## config.mk

```make
export PLATFORM = sky130hd
export DESIGN_NAME = tlul_outstanding_limiter
export DESIGN_NICKNAME = d
export VERILOG_FILES = /design/src/rtl/tlul_pkg.sv /design/src/rtl/tlul_outstanding_limiter.sv
export SDC_FILE = /design/constraint.sdc
export NUM_CORES = 1
export LEC_CHECK = 0
export ABC_AREA = 1
export CORE_AREA = 2 2 112 114
export CTS_BUF_LIST = sky130_fd_sc_hd__clkbuf_2 sky130_fd_sc_hd__clkbuf_4 sky130_fd_sc_hd__clkbuf_8
export DETAILED_ROUTE_END_ITERATION = 7
export DIE_AREA = 0 0 114 116
export PLACE_DENSITY = 0.65
export SLEW_MARGIN = 30
export SYNTH_ARGS = -nofsm -noshare
export SYNTH_HDL_FRONTEND = slang
export SYNTH_SLANG_ARGS = --single-unit
```

## constraint.sdc

```tcl
create_clock -name clk_i -period 5.07 [get_ports clk_i]
set_input_delay 1.014 -clock clk_i [delete_from_list [all_inputs] [get_ports clk_i]]
set_output_delay 1.014 -clock clk_i [all_outputs]
set_load 0.01 [all_outputs]
```

## src/rtl/tlul_pkg.sv

```systemverilog
`default_nettype none
// ============================================================================
// Module      : tlul_pkg
// Description : TileLink-UL (TL-UL) channel types shared by the bus blocks:
//               host-to-device A/D-ready bundle and device-to-host D/A-ready
//               bundle, plus the opcode encodings.
// Revision    : 1.0 - initial release
// ============================================================================
package tlul_pkg;

    localparam int unsigned c_TL_AW  = 32;
    localparam int unsigned c_TL_DW  = 32;
    localparam int unsigned c_TL_SZW = 2;
    localparam int unsigned c_TL_AIW = 8;
    localparam int unsigned c_TL_DBW = c_TL_DW / 8;

    // A-channel opcodes
    localparam logic [2:0] c_PUT_FULL_DATA    = 3'h0;
    localparam logic [2:0] c_PUT_PARTIAL_DATA = 3'h1;
    localparam logic [2:0] c_GET              = 3'h4;

    // D-channel opcodes
    localparam logic [2:0] c_ACCESS_ACK       = 3'h0;
    localparam logic [2:0] c_ACCESS_ACK_DATA  = 3'h1;

    typedef struct packed {
        logic                a_valid;
        logic [2:0]          a_opcode;
        logic [2:0]          a_param;
        logic [c_TL_SZW-1:0] a_size;
        logic [c_TL_AIW-1:0] a_source;
        logic [c_TL_AW-1:0]  a_address;
        logic [c_TL_DBW-1:0] a_mask;
        logic [c_TL_DW-1:0]  a_data;
        logic                d_ready;
    } tl_h2d_t;

    typedef struct packed {
        logic                d_valid;
        logic [2:0]          d_opcode;
        logic [2:0]          d_param;
        logic [c_TL_SZW-1:0] d_size;
        logic [c_TL_AIW-1:0] d_source;
        logic                d_sink;
        logic [c_TL_DW-1:0]  d_data;
        logic                d_error;
        logic                a_ready;
    } tl_d2h_t;

endpackage
`default_nettype wire

```

## src/rtl/tlul_outstanding_limiter.sv

```systemverilog
`default_nettype none
// ============================================================================
// Module      : tlul_outstanding_limiter
// Description : Caps the number of accepted-but-unanswered TL-UL A requests,
//               supports a drain handshake for quiescing the link, and flags
//               response timeouts and unsolicited D responses (both sticky).
// Revision    : 1.0 - initial release
// ============================================================================
module tlul_outstanding_limiter
    import tlul_pkg::*;
#(
    parameter int unsigned MaxOutstanding = 4,
    parameter int unsigned TimeoutCycles  = 1024
) (
    input  logic                                 clk_i,
    input  logic                                 rst_i,
    input  tl_h2d_t                              tl_h_i,
    output tl_d2h_t                              tl_h_o,
    output tl_h2d_t                              tl_d_o,
    input  tl_d2h_t                              tl_d_i,
    input  logic                                 drain_req_i,
    output logic                                 drain_ack_o,
    output logic [$clog2(MaxOutstanding+1)-1:0]  outstanding_o,
    output logic                                 timeout_o,
    output logic                                 proto_err_o
);

    localparam int unsigned c_CNT_W = $clog2(MaxOutstanding + 1);
    localparam int unsigned c_WD_W  = (TimeoutCycles > 1) ? $clog2(TimeoutCycles) : 1;
    localparam logic [c_CNT_W-1:0] c_CNT_MAX = c_CNT_W'(MaxOutstanding);
    localparam logic [c_CNT_W-1:0] c_CNT_ONE = c_CNT_W'(1);

    typedef enum logic [1:0] {
        ACTIVE   = 2'd0,
        DRAINING = 2'd1,
        DRAINED  = 2'd2
    } state_e;

    state_e             r_state;
    logic               r_drain_ack;
    logic [c_CNT_W-1:0] r_count;
    logic               r_hold;
    logic               r_proto_err;

    logic w_pass;
    logic w_a_valid_dn;
    logic w_a_ready_up;
    logic w_a_hs;
    logic w_d_hs;

    // Gate the A channel from registered state only, so no D-channel signal
    // can reach an A-channel output. A request already offered downstream
    // (hold) keeps passing until it completes, even if the limit or a drain
    // would otherwise close the gate.
    assign w_pass       = ((r_state == ACTIVE) && (r_count < c_CNT_MAX)) || r_hold;
    assign w_a_valid_dn = tl_h_i.a_valid & w_pass;
    assign w_a_ready_up = tl_d_i.a_ready & w_pass;
    assign w_a_hs       = w_a_valid_dn & tl_d_i.a_ready;
    assign w_d_hs       = tl_d_i.d_valid & tl_h_i.d_ready;

    // Payload and D channel pass straight through; only the A handshake pair is gated
    always_comb begin
        tl_d_o         = tl_h_i;
        tl_d_o.a_valid = w_a_valid_dn;
        tl_h_o         = tl_d_i;
        tl_h_o.a_ready = w_a_ready_up;
    end

    // Remember that a request has been offered downstream until it is taken
    always_ff @(posedge clk_i) begin
        if (rst_i) begin
            r_hold <= 1'b0;
        end else if (w_a_hs) begin
            r_hold <= 1'b0;
        end else if (w_a_valid_dn) begin
            r_hold <= 1'b1;
        end
    end

    // Outstanding count; a response with nothing outstanding is flagged, not counted
    always_ff @(posedge clk_i) begin
        if (rst_i) begin
            r_count     <= '0;
            r_proto_err <= 1'b0;
        end else begin
            if (w_a_hs && !w_d_hs) begin
                r_count <= r_count + c_CNT_ONE;
            end else if (w_d_hs && !w_a_hs && (r_count != '0)) begin
                r_count <= r_count - c_CNT_ONE;
            end
            if (w_d_hs && (r_count == '0)) begin
                r_proto_err <= 1'b1;
            end
        end
    end

    generate
        if (TimeoutCycles == 0) begin : g_no_watchdog
            assign timeout_o = 1'b0;
        end else begin : g_watchdog
            localparam logic [c_WD_W-1:0] c_WD_LAST = c_WD_W'(TimeoutCycles - 1);
            localparam logic [c_WD_W-1:0] c_WD_ONE  = c_WD_W'(1);

            logic [c_WD_W-1:0] r_wd;
            logic              r_timeout;

            // Count cycles without response progress; saturate and flag on expiry
            always_ff @(posedge clk_i) begin
                if (rst_i) begin
                    r_wd      <= '0;
                    r_timeout <= 1'b0;
                end else if ((r_count == '0) || w_d_hs) begin
                    r_wd <= '0;
                end else if (r_wd == c_WD_LAST) begin
                    r_timeout <= 1'b1;
                end else begin
                    r_wd <= r_wd + c_WD_ONE;
                end
            end

            assign timeout_o = r_timeout;
        end
    endgenerate

    // Drain state machine with registered acknowledge
    always_ff @(posedge clk_i) begin
        if (rst_i) begin
            r_state     <= ACTIVE;
            r_drain_ack <= 1'b0;
        end else begin
            r_drain_ack <= 1'b0;
            case (r_state)
                ACTIVE: begin
                    if (drain_req_i) begin
                        r_state <= DRAINING;
                    end
                end
                DRAINING: begin
                    if (!drain_req_i) begin
                        r_state <= ACTIVE;
                    end else if ((r_count == '0) && !r_hold) begin
                        r_state     <= DRAINED;
                        r_drain_ack <= 1'b1;
                    end
                end
                DRAINED: begin
                    if (!drain_req_i) begin
                        r_state <= ACTIVE;
                    end else begin
                        r_drain_ack <= 1'b1;
                    end
                end
                default: begin
                    r_state <= ACTIVE;
                end
            endcase
        end
    end

    assign drain_ack_o   = r_drain_ack;
    assign outstanding_o = r_count;
    assign proto_err_o   = r_proto_err;

endmodule
`default_nettype wire
```

==> summary.txt <==
Job
  • Max cap viols: 0

Worst setup path
  • Critical path type: in2out
  • CP max FO: 2
  • Arrival @ worst endpoint: 2.21 ns
  • CP cell instances: clkdlybuf4s50_1 > inv_1 > a21oi_1 > clkdlybuf4s50_1
  • CP dominant cell by count: clkdlybuf4s50_1
  • R2R Path End: outstanding_o[2]$_SDFFE_PP0P_
  • Critical R2R Launch: r_state[0]$_SDFFE_PP0P_
  • Setup crit start kind: input pin
  • R2r setup slk: approximately 3.2 ns
  • Crit path launch: tl_d_i[0]
  • Worst path max stage delay: around 0.54 ns
  • Critical path capture point type: output pin
  • Worst EP required: 4.06 ns
  • Worst r2r path cells: 12
  • CP max-delay cell: clkdlybuf4s50_1
  • Critical Path End: tl_h_o[0]

Placed design
  • RePlAce Congestion: 0.721
  • DP HPWL: between 2 and 3 mm
  • Pre-CTS setup slack: ~1.9 ns
  • Buffers on Ports: 16
  • DP Area: 1400 um^2

Floorplan
  • Core Area: 11900 um^2
  • Row cnt: 40
  • Die height: 116 um
  • Die X: 114 um
  • Die area: about 13000 um^2
  • Ports: 285
  • Initial Util: between 15 and 20%

Pwr
  • Clock group share of total power: a little over a quarter
  • Internal power: 282 uW
  • Leak: 0.580 nW
  • NetSw: 136 uW
  • PD cells: 288 nW/um^2
  • VDD IR max: ~0.06 mV
  • Logic gate share of total power: 30.5%
  • Sequential Power Share: between 40% and 50%
  • Sw Ratio: between 30% and 40%

Run status
  • Status: finished clean

STA
  • PnR worst setup slack: between 1.5 and 2 ns
  • Final setup viols: 0
  • Final Max Tran Viols: 0
  • Fin. Hold Viols: 0
  • Max frequency: just over 0.3 GHz
  • Fin crit period: between 3 and 4 ns
  • Final setup skew: 0.00136 ns
  • Minimum hold slack: 0.454 ns
  • RSZ-0062 raised after global routing: false
  • Fin crit share: 63.6%
  • TNS Setup: 0 ns
  • Slew @ Worst Pin: 0.304 ns
  • Worst rel slew slack: between 70% and 80%

Cells and area
  • Design area: 1450 um^2
  • # fillers: 1365
  • Most frequent cells in the layout: nand2_1, inv_1, dfxtp_1, clkdlybuf4s50_1
  • Commonest non-fill, non-tap cell in the layout: nand2_1
  • Final core utilization: 12.1%
  • Final #Nets: 309
  • Area grow syn2layout: -30.8%
  • Ratio of cells with drive above 1 in the final layout: 13.7%
  • Antenna Cells: 0

Synthesis
  • Mapped Cells: 279
  • Top post-synthesis cells by area: buf_4, dfxtp_1, nand2_1
  • Synthesized area: 2090 um^2
  • Biggest area consumer among synthesized cells: buf_4
  • Netlist cell types: 27
  • Mapped Nets: roughly 430
  • Sequential fraction of the synthesis area: between 10% and 20%
  • Yosys reg bits: 19
  • Syn_area_per_cell: between 7 and 8 um^2
  • Yosys warnings: 0
  • Yosys top cell area share: between 40% and 50%

Global routing
  • GRT overflow: 0
  • GR Util All Layers: roughly 5.4%
  • Antenna violations before repair: 0
  • Largest net degree at the start of global routing: 11
  • First-pass GRT wire length: between 5 and 6 mm
  • Vias in the first global route: about 1100

CTS
  • Post-CTS Setup Inserts: 0
  • Skew-Pair Late Insertion Delay: 0.26 ns
  • CTS clk-pin slew, worst paths: 0.07 ns
  • CTS tree: yes
  • Max Root-Sink Buffers: 2
  • CTS Buf Count: 3
  • Root Buffer: clkbuf_8
  • Clk sinks: 19
  • H-tree depth: 1
  • Resized cells post-CTS: 0
  • CTS Hold Bufs: 0

Drt
  • Initial DRC count: 30
  • Routed WL per cell: 12.0 um
  • Via density: 3.49
  • Final WL: 3.70 mm
  • Via Count: 1076
  • # DRC: 0
  • Drt pass-1 iters: 4
  • Routed Antenna Nets: 0

Hold path
  • Hold WC Path Type: reg2reg
  • Hold Crit Depth: 2
[power groups by stage]
| stage | clock (mW) | sequential (mW) | combinational, mW |
|---|---|---|---|
| after floorplan | 0 | 0.182 | 0.194 |
| after global placement | 0 | 0.181 | 0.124 |
| after detailed placement | 0 | 0.182 | 0.128 |
| after CTS | 0.114 | 0.179 | 0.129 |
| after global routing | 0.120 | 0.181 | 0.146 |
| final | 0.112 | 0.178 | 0.127 |
[final cells by class]
class                      count  area [um^2]  area share (%)
multi-input combinational     99          582            40.2
sequential                    19          380            26.3
tap                          147          184            12.7
timing repair buffer          16          160            11.1
inverter                      23         91.3            6.31
clock buffer                   4         48.8            3.37
[how the worst min path moves through the flow]
stage / startpoint / endpoint / slack (ns)
final: proto_err_o$_SDFFE_PP0P_ / proto_err_o$_SDFFE_PP0P_ / 0.45
after global routing: r_state[0]$_SDFFE_PP0P_ / r_state[0]$_SDFFE_PP0P_ / 0.51
after CTS: proto_err_o$_SDFFE_PP0P_ / proto_err_o$_SDFFE_PP0P_ / 0.46
after detailed placement: proto_err_o$_SDFFE_PP0P_ / proto_err_o$_SDFFE_PP0P_ / 0.45
after global placement: proto_err_o$_SDFFE_PP0P_ / proto_err_o$_SDFFE_PP0P_ / 0.44
after floorplan: r_state[1]$_SDFFE_PP0P_ / r_state[1]$_SDFFE_PP0P_ / 0.45
[worst max-delay path, delay by kind of cell]
kind / cells / cell delay [ns]
AO/OA/AOI/OAI: 1 / 0.10
buffers and inverters: 3 / 1.09
[cells by family after synthesis]
family          share of synthesized area (%)
xor+xnor                                 1.26
mux                                     0.479
flops                                    18.2
fa+ha+maj                                3.95
buf+inv                                  54.0
compound gates                           5.39
simple gates                             16.8
[routing by layer]
metal  vias up  GRT usage (%)  share of wire [%]
met1       449           3.75                 27
met3        70           3.14                 14
met4         0           8.46                 13
met5         -              0                  0
met2        64           8.37                 45
li1        493              -                  -
[metrics by stage]
stage	std cells	power (mW)
3_3_place_gp	304	0.305
2_1_floorplan	279	0.376
4_1_cts	308	0.422
3_5_place_dp	304	0.311
6_report	308	0.417
5_1_grt	308	0.447
[cells in the mapped netlist, drive strengths merged]
cell type	instances
a211oi	1
nand2	37
dfxtp	19
a21oi	13
nor3	5
nor2	15
clkinv	1
xnor2	3
nand4	1
fa	1
o21ai	4
ha	5
mux2i	1
nand3	10
buf	138
o31ai	2
inv	22
nand3b	1
[flip-flops by register name, summed over array words and instances (netlist names)]
name             count
r_state              2
drain_ack_o          1
r_hold               1
g_watchdog.r_wd     10
timeout_o            1
proto_err_o          1
outstanding_o        3
No activity file was read; power rests on OpenSTA's default activity.
